`src/rtl/shift_pkg.sv`:
```
// Shared definitions for the shift/rotate unit: opcodes, FSM state
// encoding and a width helper for the shift-amount counter.
package shift_pkg;

  localparam logic [4:0] OP_SHR  = 5'b00111;
  localparam logic [4:0] OP_SHL  = 5'b01000;
  localparam logic [4:0] OP_SHRA = 5'b01001;
  localparam logic [4:0] OP_ROR  = 5'b01010;
  localparam logic [4:0] OP_ROL  = 5'b01011;

  typedef enum logic [1:0] {
    S_IDLE  = 2'd0,
    S_SHIFT = 2'd1,
    S_DONE  = 2'd2
  } state_t;

  // Smallest r with 2**r >= value; used to size the remaining-bits counter.
  function automatic int clog2(input int value);
    int r;
    r = 0;
    for (int i = 0; i < 31; i++) begin
      if ((1 << i) < value) r = i + 1;
    end
    return r;
  endfunction

  // True for the five opcodes this unit actually executes.
  function automatic logic is_shift_op(input logic [4:0] op);
    logic legal;
    legal = 1'b0;
    case (op)
      OP_SHR, OP_SHL, OP_SHRA, OP_ROR, OP_ROL: legal = 1'b1;
      default:                                 legal = 1'b0;
    endcase
    return legal;
  endfunction

endpackage

```
`src/rtl/param_shift_unit_if.sv`:
```
// Request/response bundle between the ALU control and the shift unit.
// The master issues start/OP/operands; the slave (the shift unit) answers.
interface param_shift_unit_if #(parameter int WIDTH = 32);
  logic             start;
  logic [4:0]       OP;
  logic [WIDTH-1:0] a_in;
  logic [WIDTH-1:0] b_in;
  logic [WIDTH-1:0] result;
  logic             busy;
  logic             done;
  logic             illegal_op;

  modport master (
    output start, OP, a_in, b_in,
    input  result, busy, done, illegal_op
  );

  modport slave (
    input  start, OP, a_in, b_in,
    output result, busy, done, illegal_op
  );
endinterface

```
`src/rtl/shift_step.sv`:
```
// One combinational shift/rotate step: moves value by 'amount' bit
// positions according to op. Unknown opcodes pass the value through.
module shift_step
  import shift_pkg::*;
#(
  parameter int WIDTH = 32,
  parameter int CW    = 6
) (
  input  logic [WIDTH-1:0] value,
  input  logic [CW-1:0]    amount,
  input  logic [4:0]       op,
  output logic [WIDTH-1:0] shifted
);

  localparam logic [CW-1:0] WL = CW'(WIDTH);

  // Select the shifted/rotated form; an amount of 0 leaves value unchanged
  // because shifting by WIDTH yields zero for the wrapped-in half.
  always_comb begin
    shifted = value;
    case (op)
      OP_SHR:  shifted = value >> amount;
      OP_SHL:  shifted = value << amount;
      OP_SHRA: shifted = $signed(value) >>> amount;
      OP_ROR:  shifted = (value >> amount) | (value << (WL - amount));
      OP_ROL:  shifted = (value << amount) | (value >> (WL - amount));
      default: shifted = value;
    endcase
  end

endmodule

```
`src/rtl/param_shift_unit.sv`:
```
// Multi-cycle shift/rotate unit beside the ALU; shifts up to STEP bits per
// clock and pulses done when result is valid.
// Optional build macro: SHIFT_AMT_SAT_EN -- take the shift amount from the
// full b_in so SHR/SHL/SHRA by WIDTH or more saturate in one SHIFT cycle.
module param_shift_unit
  import shift_pkg::*;
#(
  parameter int WIDTH = 32,
  parameter int STEP  = 1
) (
  input logic               Clock,
  input logic               Clear,
  param_shift_unit_if.slave bus
);

  localparam int LW = clog2(WIDTH);
  localparam int CW = LW + 1;
  localparam logic [CW-1:0] STEP_C = CW'(STEP);

  state_t           state;
  logic [WIDTH-1:0] work;
  logic [WIDTH-1:0] result_q;
  logic [WIDTH-1:0] step_out;
  logic [WIDTH-1:0] load_val;
  logic [CW-1:0]    remaining;
  logic [CW-1:0]    step_k;
  logic [CW-1:0]    load_rem;
  logic [CW-1:0]    n_mod;
  logic [4:0]       op_q;
  logic             busy_q;
  logic             done_q;
  logic             illegal_q;

  assign n_mod  = {1'b0, bus.b_in[LW-1:0]};
  assign step_k = (remaining < STEP_C) ? remaining : STEP_C;

`ifdef SHIFT_AMT_SAT_EN
  logic sat_hit;
  // Oversized non-rotate amounts are resolved at accept time: the work
  // register is preloaded with the saturated value and zero steps remain.
  assign sat_hit  = ((bus.b_in >> LW) != '0) && (bus.OP != OP_ROR) && (bus.OP != OP_ROL);
  assign load_val = !sat_hit ? bus.a_in :
                    (bus.OP == OP_SHRA) ? {WIDTH{bus.a_in[WIDTH-1]}} : '0;
  assign load_rem = sat_hit ? '0 : n_mod;
`else
  assign load_val = bus.a_in;
  assign load_rem = n_mod;
`endif

  shift_step #(
    .WIDTH (WIDTH),
    .CW    (CW)
  ) u_step (
    .value   (work),
    .amount  (step_k),
    .op      (op_q),
    .shifted (step_out)
  );

  // Control FSM with registered outputs; Clear overrides any operation.
  always_ff @(posedge Clock) begin
    if (Clear) begin
      state     <= S_IDLE;
      work      <= '0;
      remaining <= '0;
      op_q      <= '0;
      result_q  <= '0;
      busy_q    <= 1'b0;
      done_q    <= 1'b0;
      illegal_q <= 1'b0;
    end else begin
      case (state)
        S_IDLE, S_DONE: begin
          done_q <= 1'b0;
          state  <= S_IDLE;
          if (bus.start) begin
            if (is_shift_op(bus.OP)) begin
              op_q      <= bus.OP;
              work      <= load_val;
              remaining <= load_rem;
              illegal_q <= 1'b0;
              busy_q    <= 1'b1;
              state     <= S_SHIFT;
            end else begin
              result_q  <= bus.a_in;
              illegal_q <= 1'b1;
              done_q    <= 1'b1;
              state     <= S_DONE;
            end
          end
        end
        S_SHIFT: begin
          work      <= step_out;
          remaining <= remaining - step_k;
          if (remaining <= STEP_C) begin
            result_q <= step_out;
            busy_q   <= 1'b0;
            done_q   <= 1'b1;
            state    <= S_DONE;
          end
        end
        default: begin
          busy_q <= 1'b0;
          done_q <= 1'b0;
          state  <= S_IDLE;
        end
      endcase
    end
  end

  assign bus.result     = result_q;
  assign bus.busy       = busy_q;
  assign bus.done       = done_q;
  assign bus.illegal_op = illegal_q;

endmodule

```
`src/flat_wrapper.sv`:
```
// flat-port wrapper written by rule: the top's interface ports become plain ports
module param_shift_unit_flat import shift_pkg::*;
#(
  parameter int WIDTH = 32,
  parameter int STEP  = 1
)
  (Clock, Clear, bus_start, bus_OP, bus_a_in, bus_b_in, bus_result, bus_busy, bus_done, bus_illegal_op);
  param_shift_unit_if #(.WIDTH(WIDTH)) bus_i ();
  input logic Clock;
  input logic Clear;
  input wire logic [$bits(bus_i.start)-1:0] bus_start;
  input wire logic [$bits(bus_i.OP)-1:0] bus_OP;
  input wire logic [$bits(bus_i.a_in)-1:0] bus_a_in;
  input wire logic [$bits(bus_i.b_in)-1:0] bus_b_in;
  output wire logic [$bits(bus_i.result)-1:0] bus_result;
  output wire logic [$bits(bus_i.busy)-1:0] bus_busy;
  output wire logic [$bits(bus_i.done)-1:0] bus_done;
  output wire logic [$bits(bus_i.illegal_op)-1:0] bus_illegal_op;
  assign bus_i.start = bus_start;
  assign bus_i.OP = bus_OP;
  assign bus_i.a_in = bus_a_in;
  assign bus_i.b_in = bus_b_in;
  assign bus_result = bus_i.result;
  assign bus_busy = bus_i.busy;
  assign bus_done = bus_i.done;
  assign bus_illegal_op = bus_i.illegal_op;
  param_shift_unit #(.WIDTH(WIDTH), .STEP(STEP)) u_core (.Clock(Clock), .Clear(Clear), .bus(bus_i));
endmodule
```
`config.mk`:
```
export PLATFORM = sky130hd
export DESIGN_NAME = param_shift_unit_flat
export DESIGN_NICKNAME = d
export VERILOG_FILES = /design/src/rtl/shift_pkg.sv /design/src/rtl/param_shift_unit_if.sv /design/src/rtl/shift_step.sv /design/src/rtl/param_shift_unit.sv /design/src/flat_wrapper.sv
export SDC_FILE = /design/constraint.sdc
export NUM_CORES = 1
export LEC_CHECK = 0
export CORE_MARGIN = 2
export CORE_UTILIZATION = 47
export CTS_CLUSTER_SIZE = 14
export DETAILED_ROUTE_END_ITERATION = 10
export PLACE_DENSITY = 0.75
export SYNTH_ARGS = -nofsm -noshare
export SYNTH_HDL_FRONTEND = slang
export SYNTH_SLANG_ARGS = --single-unit
export TNS_END_PERCENT = 100
```
`constraint.sdc`:
```
create_clock -name Clock -period 5.1 [get_ports Clock]
set_input_delay 1.02 -clock Clock [delete_from_list [all_inputs] [get_ports Clock]]
set_output_delay 1.02 -clock Clock [all_outputs]
set_load 0.01 [all_outputs]
```
==> results.cfg, run 1 <==
[status]
outcome = complete, no violations

[clocking]
cts_setup_buffers = 0
root_buffer = clkbuf_8
cts_tree = done
cts-resized-gates = 0
clockBufferDepth = 2
clk_latency_ns = 0.40
htreeDepth = 3
clock_sinks = 79
cts-buffers-inserted = 9
path_clk_slew_ns = 0.09
cts_hold_buf = 0

[place]
port_buffers = 79
dpl.cell_count = 816
dp_hpwl_um = 12300
place_congestion = 0.972

[route]
drtIter0Drc = 543
vias_per_cell = 6.64
first_pass_iters = 5
wire_per_inst_um = 21.9
wirelength_um = 18200
drc_errors = 0
vias = 5521
ant_nets = 0

[logic_synthesis]
yosys-top-cells-area = dfxtp_1, nor2_1, nand2_1, a211oi_1, mux4_2
synth_cell_types = 76
syn_inst = 645
ys_seq_elements = 79
synth_nets = 719
yosysTopAreaCellShare_pct = 31.0
yosys.area.top_type = dfxtp_1
yosysSeqAreaShare_pct = 31.0
async_flop_share_pct = 0
yosys_warnings = 0
syn_area_per_cell_um2 = 7.91
synth_ff_type = dfxtp_1
synth_area_um2 = 5100
synth_edf_count = 0

[sta]
report.final.slew_viol_count = 0
rsz0062_at_grt = no
tightestPinTransition_ns = 1.30
clock_skew_ns = 0.0153
relSlewSlack_pct = 13.4
finalSetupViolCount = 0
tns_ns = 0
clock.fmax_ghz = 0.272
period_minus_slack_ns = 3.68
min_period_over_period_pct = 72.2
hold_viol_final = 0

[floorplan]
dieArea_um2 = 11700
die_w_um = 108
core_area_um2 = 10700
start_util_pct = 47.7
io_pins = 107
rows = 38
die_h_um = 108

[global_routing]
top_usage_layer = met2
grt_pass1_vias = 5263
use_met3_pct = 6.75
grt_max_degree = 46
antenna_found_initial = 0
grt_pass1_wl_um = 28500
overflow = 0
grt_use_met1_pct = 41.9
met2_usage_pct = 49.1
track_usage_pct = 31.9

[worst_setup_path]
r2r-end = u_core.bus.result[13]$_SDFFE_PP0P_
reg2reg_depth = 10
crit_end = u_core.bus.result[13]$_SDFFE_PP0P_
rrSetupSlack_ns = 1.42
critPathKind = reg2reg
crit_required_ns = 5.41
cp_max_fo = 25
cp.arrival_ns = 4.00
cp-end-kind = register
critPathLaunchType = register
startpoint = u_core.remaining[2]$_SDFFE_PP0P_
r2r_start = u_core.remaining[2]$_SDFFE_PP0P_

[layout]
regArea_um2 = 1580
layout-drive-gt1-share_pct = 9.25
multi_input_area_um2 = 3200
area_growth_pct = 19.8
final_util_pct = 57.1
fillers = 998
nets = 761
fin_cells = 832
n_antenna_cell = 0

[flow_run]
maxCapViolations = 0

[hold_path]
min_path_type = reg2reg

[pwr]
leakage_nw = 2.03
ir_worst_vdd_v = 0.000217
p_per_area_nw_per_um2 = 268
-- registers in the layout, indices dropped and copies added, names as in the netlist --
register	cells
u_core.state	2
u_core.bus.busy	1
u_core.bus.result	32
u_core.work	32
u_core.bus.illegal_op	1
u_core.remaining	6
u_core.op_q	5
-- area by class of cell --
type	instances	area share (%)
inverter	12	0.819
multi-input combinational	493	52.4
sequential	79	25.9
tap	140	2.87
clock buffer	11	2.48
clock inverter	5	1.04
timing repair buffer	92	14.5
-- routing by layer --
| metal | routed length (um) | part of all wire (%) |
|---|---|---|
| met3 | 1570 | 8.6 |
| met4 | 655 | 3.6 |
| met5 | 0 | 0 |
| met2 | 8420 | 46 |
| met1 | 7550 | 42 |
-- placed cells by master, fill, tap and decap left out, types with 15 or more instances in the layout --
cell type,synthesis,final
dfxtp_1,79,79
a211oi_1,30,29
nor2_1,79,79
nor3_1,22,22
a21oi_1,33,33
nand3_1,15,15
nand2_1,63,63
o21ai_0,41,40
nand3b_1,15,15
a22oi_1,15,15
clkdlybuf4s50_1,0,78
-- critical path: stages, from the launching register on --
cell and delay (ns):
dfxtp_1 0.38, nor4_4 0.66, nand2_4 0.36, clkinv_4 0.11, ha_1 0.46, inv_1 0.20
or3_4 0.45, nor2_2 0.30, a2111oi_0 0.19, a21o_1 0.24, a311oi_2 0.24
-- cells in the mapped netlist (3+ instances only) --
cell type and instances:
o2111ai_1 4, dfxtp_1 79, o21a_1 3, and3_1 4
clkbuf_1 40, o211ai_1 11, nand3_1 15, a211oi_1 30
buf_2 12, o2bb2ai_1 5, nand3b_1 15, a221o_1 7
a31oi_1 10, o22ai_1 3, a222oi_1 3, a21o_1 4
buf_1 5, a21oi_1 33, nor3_1 22, nor2_1 79
a221oi_1 8, inv_1 9, nand2b_1 6, o21ai_0 41
nand2_1 63, a2111oi_0 3, o31ai_1 10, and2_1 6
mux2i_1 11, nor2b_1 3, a22o_1 8, mux4_2 10
a311oi_1 8, a22oi_1 15
-- metrics by stage --
step           instance area, um2  hold WS, ns  setup WS [ns]  power [W]
2_1_floorplan                5100        0.459           1.83   0.000968
3_3_place_gp                 5890        0.439           1.52    0.00112
4_1_cts                      6110        0.462           1.51    0.00163
5_1_grt                      6110        0.498           1.20    0.00170
6_report                     6110        0.456           1.42    0.00164
3_5_place_dp                 5890        0.446           1.55    0.00112
-- cells by family (layout without fill, tap and decap cells) --
kind of cell / after synthesis / in the layout / share of synthesized area, %
DFF: 79 / 79 / 31.0
xor gates and xnor gates: 2 / 2 / 0.343
buffers and inverters: 73 / 120 / 6.45
AOI/OAI and AO/OA: 230 / 230 / 32.3
muxes: 23 / 23 / 7.02
other: 1 / 1 / 0.0735
and+or+nand+nor: 235 / 235 / 22.3
adders and majority gates: 2 / 2 / 0.490
-- power breakdown --
part           switching, W  internal, W  leakage (nW)
Sequential        0.0000486     0.000656         0.647
Combinational      0.000237     0.000177          1.28
Clock              0.000261     0.000256         0.106
-- worst min-delay path by stage --
stage / from / end / cells after the start
6_report: u_core.bus.result[22]$_SDFFE_PP0P_ / u_core.bus.result[22]$_SDFFE_PP0P_ / 2
5_1_grt: u_core.bus.result[7]$_SDFFE_PP0P_ / u_core.bus.result[7]$_SDFFE_PP0P_ / 2
4_1_cts: u_core.bus.result[22]$_SDFFE_PP0P_ / u_core.bus.result[22]$_SDFFE_PP0P_ / 2
3_5_place_dp: u_core.bus.result[28]$_SDFFE_PP0P_ / u_core.bus.result[28]$_SDFFE_PP0P_ / 2
3_3_place_gp: u_core.bus.result[7]$_SDFFE_PP0P_ / u_core.bus.result[7]$_SDFFE_PP0P_ / 2
2_1_floorplan: u_core.remaining[5]$_SDFFE_PP0P_ / u_core.remaining[5]$_SDFFE_PP0P_ / 1
Power figures use the tool's default switching activity.
==> run 2: changes to the inputs <==
Clock period 5.1 ns to 3.83 ns, I/O delays scaled along.
==> run 2 against run 1 <==
Worst setup slack lost 0.48 ns. Count of clock-buffer cells in the layout unchanged. Die area unchanged. Global-route usage fell by 0.58 points. Power is 34% higher. Worst hold slack improved by 0.0072 ns. Flip-flop and latch count unchanged. Non-clock buffer count up 12. Clock skew decreased by 0.0063 ns. Clock power up 32%. Design area is 1.4% higher. Routed wire length is essentially flat. Largest cell class unchanged. Highest routed layer unchanged.
==> results.cfg, run 2 (synthesis gave the netlist of run 1 again) <==
[layout]
area_growth_pct = 21.4
final_cell_mix = nor2_1, dfxtp_1, clkdlybuf4s50_1
nets = 773
final_util_pct = 57.9
layout-drive-gt1-share_pct = 10.4
n_antenna_cell = 0
fin_cells = 844

[clocking]
clk_latency_ns = 0.36
cts-resized-gates = 0
root_buffer = clkbuf_8
cts_setup_buffers = 0
htreeDepth = 3
path_clk_slew_ns = 0.08
cts_hold_buf = 0
cts_tree = done
clockBufferDepth = 2
clock_sinks = 79
cts-buffers-inserted = 9

[pwr]
p_int_w = 0.00150
switching_share_pct = 32.0
combPwrFrac_pct = 26.2
p_clk_share_pct = 31.2
ir_worst_vdd_v = 0.000237
seq_power_share_pct = 42.6
leakage_nw = 2.09
power_w = 0.00220
switchingPower_w = 0.000703
p_per_area_nw_per_um2 = 355

[global_routing]
grt_pass1_vias = 5303
track_usage_pct = 31.3
grt_pass1_wl_um = 28400
grt_max_degree = 42
antenna_found_initial = 0
overflow = 0

[worst_setup_path]
crit_end = u_core.bus.result[16]$_SDFFE_PP0P_
cp_slowest_stage_delay_ns = 0.38
path_cells = nor4_4 > buf_4 > nand2_4 > clkinv_4 > ha_1 > inv_2 > buf_4 > mux4_2 > a211oi_1 > or4_1 > a21oi_1
critPathTopFamily = buffers and inverters
reg2reg_depth = 11
critPathSlowestCell = dfxtp_1
critPathMostFrequentCell = buf_4
r2r-end = u_core.bus.result[16]$_SDFFE_PP0P_
critPathKind = reg2reg
cp-end-kind = register
rrSetupSlack_ns = 0.93
cp.depth = 11
critPathLaunchType = register
crit_required_ns = 4.05
cp.arrival_ns = 3.12
crit_buf_inv = 4
cp_max_fo = 10
startpoint = u_core.remaining[2]$_SDFFE_PP0P_
r2r_start = u_core.remaining[2]$_SDFFE_PP0P_

[route]
first_pass_iters = 5
wire_per_inst_um = 21.6
drtIter0Drc = 630
vias = 5595
ant_nets = 0
drc_errors = 0
vias_per_cell = 6.63
wirelength_um = 18200

[floorplan]
dieArea_um2 = 11700
die_w_um = 108
start_util_pct = 47.7
core_area_um2 = 10700
die_h_um = 108
rows = 38
io_pins = 107

[sta]
relSlewSlack_pct = 11.9
holdWs_ns = 0.463
tns_ns = 0
clock.fmax_ghz = 0.345
report.final.slew_viol_count = 0
period_minus_slack_ns = 2.90
clock_skew_ns = 0.00896
rsz0062_at_grt = no
tightestPinTransition_ns = 1.32
hold_viol_final = 0
finalSetupViolCount = 0
min_period_over_period_pct = 75.7

[place]
place_congestion = 0.970
dp_hpwl_um = 12600
dpl.cell_count = 828
port_buffers = 79

[hold_path]
min_path_type = reg2reg

[flow_run]
maxCapViolations = 0

[status]
outcome = complete, no violations
## run 2: worst min-delay path by stage
stage / start / end / cells after the start / slack [ns]
floorplan: u_core.remaining[5]$_SDFFE_PP0P_ / u_core.remaining[5]$_SDFFE_PP0P_ / 1 / 0.46
global placement: u_core.bus.result[7]$_SDFFE_PP0P_ / u_core.bus.result[7]$_SDFFE_PP0P_ / 2 / 0.44
detailed placement: u_core.bus.result[5]$_SDFFE_PP0P_ / u_core.bus.result[5]$_SDFFE_PP0P_ / 2 / 0.45
CTS: u_core.bus.result[5]$_SDFFE_PP0P_ / u_core.bus.result[5]$_SDFFE_PP0P_ / 2 / 0.47
global route: u_core.bus.result[22]$_SDFFE_PP0P_ / u_core.bus.result[22]$_SDFFE_PP0P_ / 2 / 0.48
finish: u_core.bus.result[9]$_SDFFE_PP0P_ / u_core.bus.result[9]$_SDFFE_PP0P_ / 2 / 0.46
## run 2: power by group through the flow
stage / Combinational (W) / Clock (W) / Sequential [W]
floorplan: 0.000349 / 0 / 0.000940
global placement: 0.000561 / 0 / 0.000952
detailed placement: 0.000565 / 0 / 0.000953
CTS: 0.000569 / 0.000690 / 0.000934
global route: 0.000618 / 0.000730 / 0.000942
finish: 0.000576 / 0.000685 / 0.000937
## run 2: cell type report
class / count / area, um2
Tap cell: 140 / 175
Sequential cell: 79 / 1580
Fill cell: 1001 / 4500
Timing Repair Buffer: 104 / 973
Clock buffer: 11 / 131
Clock inverter: 5 / 81.3
Multi-Input combinational cell: 493 / 3200
Inverter: 12 / 50.0
## run 2: worst reg2reg max path: stages (launching register included)
cell and delay [ns]:
dfxtp_1 0.38, nor4_4 0.29, buf_4 0.21, nand2_4 0.08
clkinv_4 0.04, ha_1 0.34, inv_2 0.26, buf_4 0.24
mux4_2 0.34, a211oi_1 0.33, or4_1 0.17, a21oi_1 0.06
## run 2: per-layer routing
metal / share of wire, % / GRT usage [%]
met1: 41 / 40.1
met2: 46 / 51.0
met3: 9.1 / 6.15
met4: 3.6 / 14.0
met5: 0 / 0
## run 2: stage by stage
stage               instance area [um2]  setup slack, ns
global route                       6190            0.794
global placement                   5980            0.803
floorplan                          5100            0.556
finish                             6190            0.932
detailed placement                 5980            0.703
CTS                                6190            0.949
